--- src/rtl/turn_signal_conditioner_pkg.sv ---
// Shared constants for the turn-signal input conditioner and the tail-light sequencer.
// Debounce and step periods are derived from the system clock frequency.
package turn_signal_conditioner_pkg;

  localparam int unsigned CLK_FREQ_HZ  = 50_000_000;
  localparam int unsigned DEBOUNCE_MS  = 5;
  localparam int unsigned STEP_RATE_HZ = 4;

  localparam int unsigned DEFAULT_DEBOUNCE_CYCLES = CLK_FREQ_HZ / 1000 * DEBOUNCE_MS;
  localparam int unsigned DEFAULT_TICK_CYCLES     = CLK_FREQ_HZ / STEP_RATE_HZ;

  typedef struct packed {
    logic left;
    logic right;
  } request_t;

  // A request is only honoured while the opposite button is not also held.
  function automatic request_t exclusive_request(input logic db_l, input logic db_r);
    request_t req;
    req.left  = db_l & ~db_r;
    req.right = db_r & ~db_l;
    return req;
  endfunction

endpackage

--- src/rtl/turn_signal_conditioner_debounce_channel.sv ---
// One button channel: two-flop synchroniser followed by a consecutive-cycle debouncer.
// The stable level flips only after DEBOUNCE_CYCLES back-to-back disagreeing edges.
module debounce_channel
  import turn_signal_conditioner_pkg::*;
#(
  parameter int unsigned DEBOUNCE_CYCLES = DEFAULT_DEBOUNCE_CYCLES
) (
  input  logic clk,
  input  logic reset,
  input  logic btn_raw,
  output logic db
);

  localparam int unsigned     CNT_W    = $clog2(DEBOUNCE_CYCLES + 1);
  localparam logic [CNT_W-1:0] CNT_LAST = CNT_W'(DEBOUNCE_CYCLES - 1);

  logic             s1;
  logic             s2;
  logic [CNT_W-1:0] cnt;

  // NOTE: all state updates use non-blocking assignments so s1->s2->db sample
  // the previous-edge values regardless of statement order.
  always_ff @(posedge clk or negedge reset) begin
    if (!reset) begin
      s1  <= 1'b0;
      s2  <= 1'b0;
      db  <= 1'b0;
      cnt <= '0;
    end else begin
      s1 <= btn_raw;
      s2 <= s1;
      if (s2 == db) begin
        cnt <= '0;
      end else if (cnt == CNT_LAST) begin
        db  <= s2;
        cnt <= '0;
      end else begin
        cnt <= cnt + CNT_W'(1);
      end
    end
  end

endmodule

--- src/rtl/turn_signal_conditioner.sv ---
// Conditions raw left/right turn buttons into exclusive levels, press pulses and
// a step_tick that paces the downstream tail-light sequencer.
module turn_signal_conditioner
  import turn_signal_conditioner_pkg::*;
#(
  parameter int unsigned DEBOUNCE_CYCLES = DEFAULT_DEBOUNCE_CYCLES,
  parameter int unsigned TICK_CYCLES     = DEFAULT_TICK_CYCLES
) (
  input  logic clk,
  input  logic reset,
  input  logic btn_left_raw,
  input  logic btn_right_raw,
  output logic left,
  output logic right,
  output logic left_press,
  output logic right_press,
  output logic step_tick
);

  localparam int unsigned      TCNT_W    = $clog2(TICK_CYCLES);
  localparam logic [TCNT_W-1:0] TCNT_LAST = TCNT_W'(TICK_CYCLES - 1);

  logic              db_l;
  logic              db_r;
  logic              left_q;
  logic              right_q;
  logic [TCNT_W-1:0] tcnt;
  request_t          req;
  logic              any_press;

  debounce_channel #(.DEBOUNCE_CYCLES(DEBOUNCE_CYCLES)) u_left (
    .clk     (clk),
    .reset   (reset),
    .btn_raw (btn_left_raw),
    .db      (db_l)
  );

  debounce_channel #(.DEBOUNCE_CYCLES(DEBOUNCE_CYCLES)) u_right (
    .clk     (clk),
    .reset   (reset),
    .btn_raw (btn_right_raw),
    .db      (db_r)
  );

  assign req         = exclusive_request(db_l, db_r);
  assign left        = req.left;
  assign right       = req.right;
  assign left_press  = left & ~left_q;
  assign right_press = right & ~right_q;
  assign any_press   = left_press | right_press;

  // A press wins over a coincident tick and restarts the period, so the
  // sequencer's first step lands a full period after the press.
  assign step_tick = (tcnt == TCNT_LAST) & ~any_press;

  always_ff @(posedge clk or negedge reset) begin
    if (!reset) begin
      left_q  <= 1'b0;
      right_q <= 1'b0;
      tcnt    <= '0;
    end else begin
      left_q  <= left;
      right_q <= right;
      if (any_press || tcnt == TCNT_LAST) begin
        tcnt <= '0;
      end else begin
        tcnt <= tcnt + TCNT_W'(1);
      end
    end
  end

endmodule

--- config.mk ---
export PLATFORM = sky130hd
export DESIGN_NAME = turn_signal_conditioner
export DESIGN_NICKNAME = d
export VERILOG_FILES = /design/src/rtl/turn_signal_conditioner_pkg.sv /design/src/rtl/turn_signal_conditioner_debounce_channel.sv /design/src/rtl/turn_signal_conditioner.sv
export SDC_FILE = /design/constraint.sdc
export NUM_CORES = 1
export LEC_CHECK = 0
export ABC_AREA = 1
export CORE_ASPECT_RATIO = 1.4
export CORE_UTILIZATION = 60
export DETAILED_ROUTE_END_ITERATION = 10
export DONT_BUFFER_PORTS = 1
export GPL_ROUTABILITY_DRIVEN = 0
export PLACE_DENSITY_LB_ADDON = 0.08
export SLEW_MARGIN = 20
export SYNTH_ARGS = -nofsm -noshare
export SYNTH_HDL_FRONTEND = slang
export SYNTH_HIERARCHICAL = 1
export SYNTH_SLANG_ARGS = --single-unit
--- constraint.sdc ---
create_clock -name clk -period 2.1 [get_ports clk]
set_clock_uncertainty 0.1 [all_clocks]
set_input_delay 0.525 -clock clk [delete_from_list [all_inputs] [get_ports clk]]
set_output_delay 0.525 -clock clk [all_outputs]
set_load 0.05 [all_outputs]
==> summary.md, run 1 <==
| Metric | Value |
|---|---|
| Post-detailed-placement half-perimeter wirelength | 5700 um |
| Most common cell after layout, fill and taps aside | nor2_1 |
| Fin. Hold Viols | just under 70 |
| Clk pin slew, worst setup/hold paths | 80 ps |
| Largest Register | tcnt |
| GR Overflow Total | 0 |
| #FFs+latches synth | 68 |
| Switch Pwr | 524 uW |
| Synth Area per Inst | 7.47 um^2 |
| Antenna violations before repair | 0 |
| WP depth | 6 |
| Slew Limit Fails | 0 |
| Max FO, Critical Path | 2 |
| Clock Sink Count | 68 |
| N_diodes | 0 |
| Xor and xnor area share after synthesis | 0.0659 |
| FMAX | 0.448 GHz |
| Worst hold slack | -228 ps |
| Fraction of layout cells with a size suffix above 1 | 0.154 |
| Largest net degree at the start of global routing | 69 |
| CP endpoint | step_tick |
| Number of buffers created by CTS | 9 |
| H-tree levels | 3 |
| Mapped Cells | 516 |
| Crit Path Category | register to output pin |
| RSZ-0062 raised after global routing | yes |
| CP arrival | 1610 ps |
| R2r setup slk | 370 ps |
| Fin crit period | 2230 ps |
| Worst-Margin Slew | 320 ps |
| Crit path required time | 1470 ps |
| Simple-Gate Fraction of Synth Area | 0.379 |
| Final WL | 7870 um |
| Relative slew slack | 0.786 |
| Layout Area Growth over Synthesis | 11.5% |
| Commonest cells after routing, fill and taps aside | nor2_1 (121), nand2_1 (116), dfrtp_1 (68), inv_1 (62), nand3_1 (31) |
| Clock Tree Buf Depth | 2 |
| Largest delay share family, worst path | simple AND/OR/NAND/NOR gates |
| Post-synth EDFFs | 0 |
| Synth cell types | 28 |
| Vias/cell | around 5 |
| Routed len/inst | 12.8 um |
| Clock Latency Late Sink | 340 ps |
| Int Power | 2010 uW |
| FFs w/ async S/R, synth | 1.00 |
| Pre-CTS setup slack | 136 ps |
| Outcome | finished with violations |
| IO Count | 9 |
| Adder-Cell Fraction of Synth Area | 0.00973 |
| Post-synthesis sequential area ratio | 0.441 |
| Combinational family with the most area after synthesis | simple AND/OR/NAND/NOR gates |
| Crit Reg-Reg Startpoint | tcnt[0] |
| Final worst slack | -132 ps |
| Mux contribution to synthesized area | 0 |
| Final Cycle Share | 1.06 |
| Number of global-route vias before repair | approximately 3.2k |
| Lkg Pwr | 0.00203 uW |
| Core footprint | 0.00621 mm^2 |
| Synth warnings | 6 |
| Startpoint Class | register |
| Synth Area in Compound Gates | 0.0311 |
| FF-to-FF path depth | 11 |
| Max cap viols | 0 |
| Worst path slowest cell | dfrtp_1 |
| Worst R2R End | tcnt[20] |
| Hold WC Path Type | input port to asynchronous set/reset pin |
| CTS tree | built |
| Net Count, Synth | 523 |
| Maximum resistive drop on vdd | 0.625 mV |
| Crit. End Element | output pin |
| Ys flop type | dfrtp_1 |
| Port Buffers | 0 |
| Die W | 69.8 um |
| Biggest regs | tcnt (24), u_left/cnt (18), u_right/cnt (18) |
| Max FFs per register | 24 |
| CP peak stage delay | 360 ps |
| Net count reported at finish | 547 |
| Combinational share of power | 0.015 |
| # DRC | 0 |
| Worst Setup SP | tcnt[0] |
| Final setup vio count | 1 |
| Global-route wire length before repair | 13800 um |
| Failing checks | negative hold slack, negative setup slack |
| Root buffer cell | clkbuf_8 |
| Worst path cell trace | ha_2 -> nand2_2 -> nor2_4 -> nand2_2 -> nand3b_4 -> nor2_4 |
| Site Rows | 34 |
| Via Count | 3170 |
| Worst path bufs/invs | 0 |
| Sequential Power Share | 0.526 |
| DRT iter0 DRCs | 161 |
| Clock power frac | 0.459 |
| Sw frac | 0.206 |
| GRT Total Usage | 0.259 |
| Pwr dens | 590 mW/mm^2 |
| Starting Density | 0.621 |
| Die ar. | 0.00676 mm^2 |
| Post-synthesis cell area | 0.00386 mm^2 |
| DRT Pass-1 Iters | 4 |
| DRT antenna net count | 0 |
| Die Height | ~97 um |
layout make-up:
cell class / instances / area (um^2)
sequential: 68 / 1700
timing repair buffer: 17 / 128
multi-input combinational: 378 / 1910
clock inverter: 3 / 42.5
inverter: 66 / 248
clock buffer: 13 / 179
fill: 537 / 1910
tap: 72 / 90.1
what timing repair did:
item,in CTS,in global routing
pin swaps,3,1
endpoints found under the setup margin,1,1
hold endpoints to repair,68,68
gates resized for setup,6,0
buffers inserted,5,0
gates cloned,0,0
Yosys cell counts, drive strengths merged (3+ instances only):
cell	number	share of area
xor2	23	0.052
xnor2	6	0.014
nand3	33	0.045
o21ai	5	0.0065
a21oi	10	0.015
nand2	134	0.14
nor2	143	0.16
o21bai	3	0.0058
ha	3	0.0097
nand4	8	0.013
buf	4	0.0084
nor3	3	0.0039
inv	66	0.064
dfrtp	68	0.44
worst min path at each step:
stage | to | slack, ps | cells after the start
6_report | tcnt[5] | -230 | 0
3_3_place_gp | tcnt[5] | 130 | 0
2_1_floorplan | left_q | 130 | 0
4_1_cts | tcnt[5] | -250 | 0
3_5_place_dp | tcnt[5] | 130 | 0
5_1_grt | tcnt[5] | -250 | 0
through the flow:
stage	cell area (um^2)	TNS, ps	util	instances	total power, uW
final	4300	-132	0.692	617	2540
after global routing	4300	-183	0.692	617	2620
after CTS	4300	-131	0.692	617	2560
after detailed placement	4020	0	0.648	596	1400
after global placement	4020	0	0.648	596	1400
after floorplan	3880	-27.7	-	516	1380
power by group through the flow:
stage / sequential, uW / clock (uW) / combinational (uW)
4_1_cts: 1330 / 1190 / 38.9
3_3_place_gp: 1360 / 0 / 37.3
5_1_grt: 1330 / 1240 / 43.0
3_5_place_dp: 1360 / 0 / 38.7
2_1_floorplan: 1360 / 0 / 27.7
6_report: 1330 / 1170 / 38.2
layer usage:
metal / up-vias / global-route usage / share of wire
met5: - / 0 / 0
met2: 51 / 0.455 / 0.52
li1: 1628 / - / -
met4: 0 / 0.143 / 0.043
met1: 1462 / 0.286 / 0.40
met3: 29 / 0.0594 / 0.031
cells by family (layout without fill, tap and decap cells):
| family | after synthesis | in the layout |
|---|---|---|
| adder cells (fa/ha/maj) | 3 | 3 |
| AND/OR/NAND/NOR | 326 | 326 |
| AO/OA/AOI/OAI | 20 | 20 |
| flip-flops | 68 | 68 |
| buffers and inverters | 70 | 99 |
| XOR/XNOR | 29 | 29 |
worst reg2reg max path: cells and delay by family (launching register included):
| family | cells | cell delay (ps) |
|---|---|---|
| and+or+nand+nor | 7 | 610 |
| buffers and inverters | 3 | 390 |
| DFF | 1 | 360 |
| adders and majority gates | 1 | 190 |
Note: power is estimated with default switching activity, not from simulation.
==> inputs of run 2 (changes only) <==
--- a/config.mk
+++ b/config.mk
@@ -12,7 +12,6 @@
 export DONT_BUFFER_PORTS = 1
 export GPL_ROUTABILITY_DRIVEN = 0
 export PLACE_DENSITY_LB_ADDON = 0.08
-export SLEW_MARGIN = 20
 export SYNTH_ARGS = -nofsm -noshare
 export SYNTH_HDL_FRONTEND = slang
 export SYNTH_HIERARCHICAL = 1
==> results of run 2 <==
Same layout as run 1: the final DEF is identical, and so are final timing and power.
==> inputs of run 3 (changes only) <==
--- a/config.mk
+++ b/config.mk
@@ -6,6 +6,7 @@
 export NUM_CORES = 1
 export LEC_CHECK = 0
 export ABC_AREA = 1
+export CAP_MARGIN = 0
 export CORE_ASPECT_RATIO = 1.4
 export CORE_UTILIZATION = 60
 export DETAILED_ROUTE_END_ITERATION = 10
==> results of run 3 <==
Same layout as run 1: the final DEF is identical, and so are final timing and power.
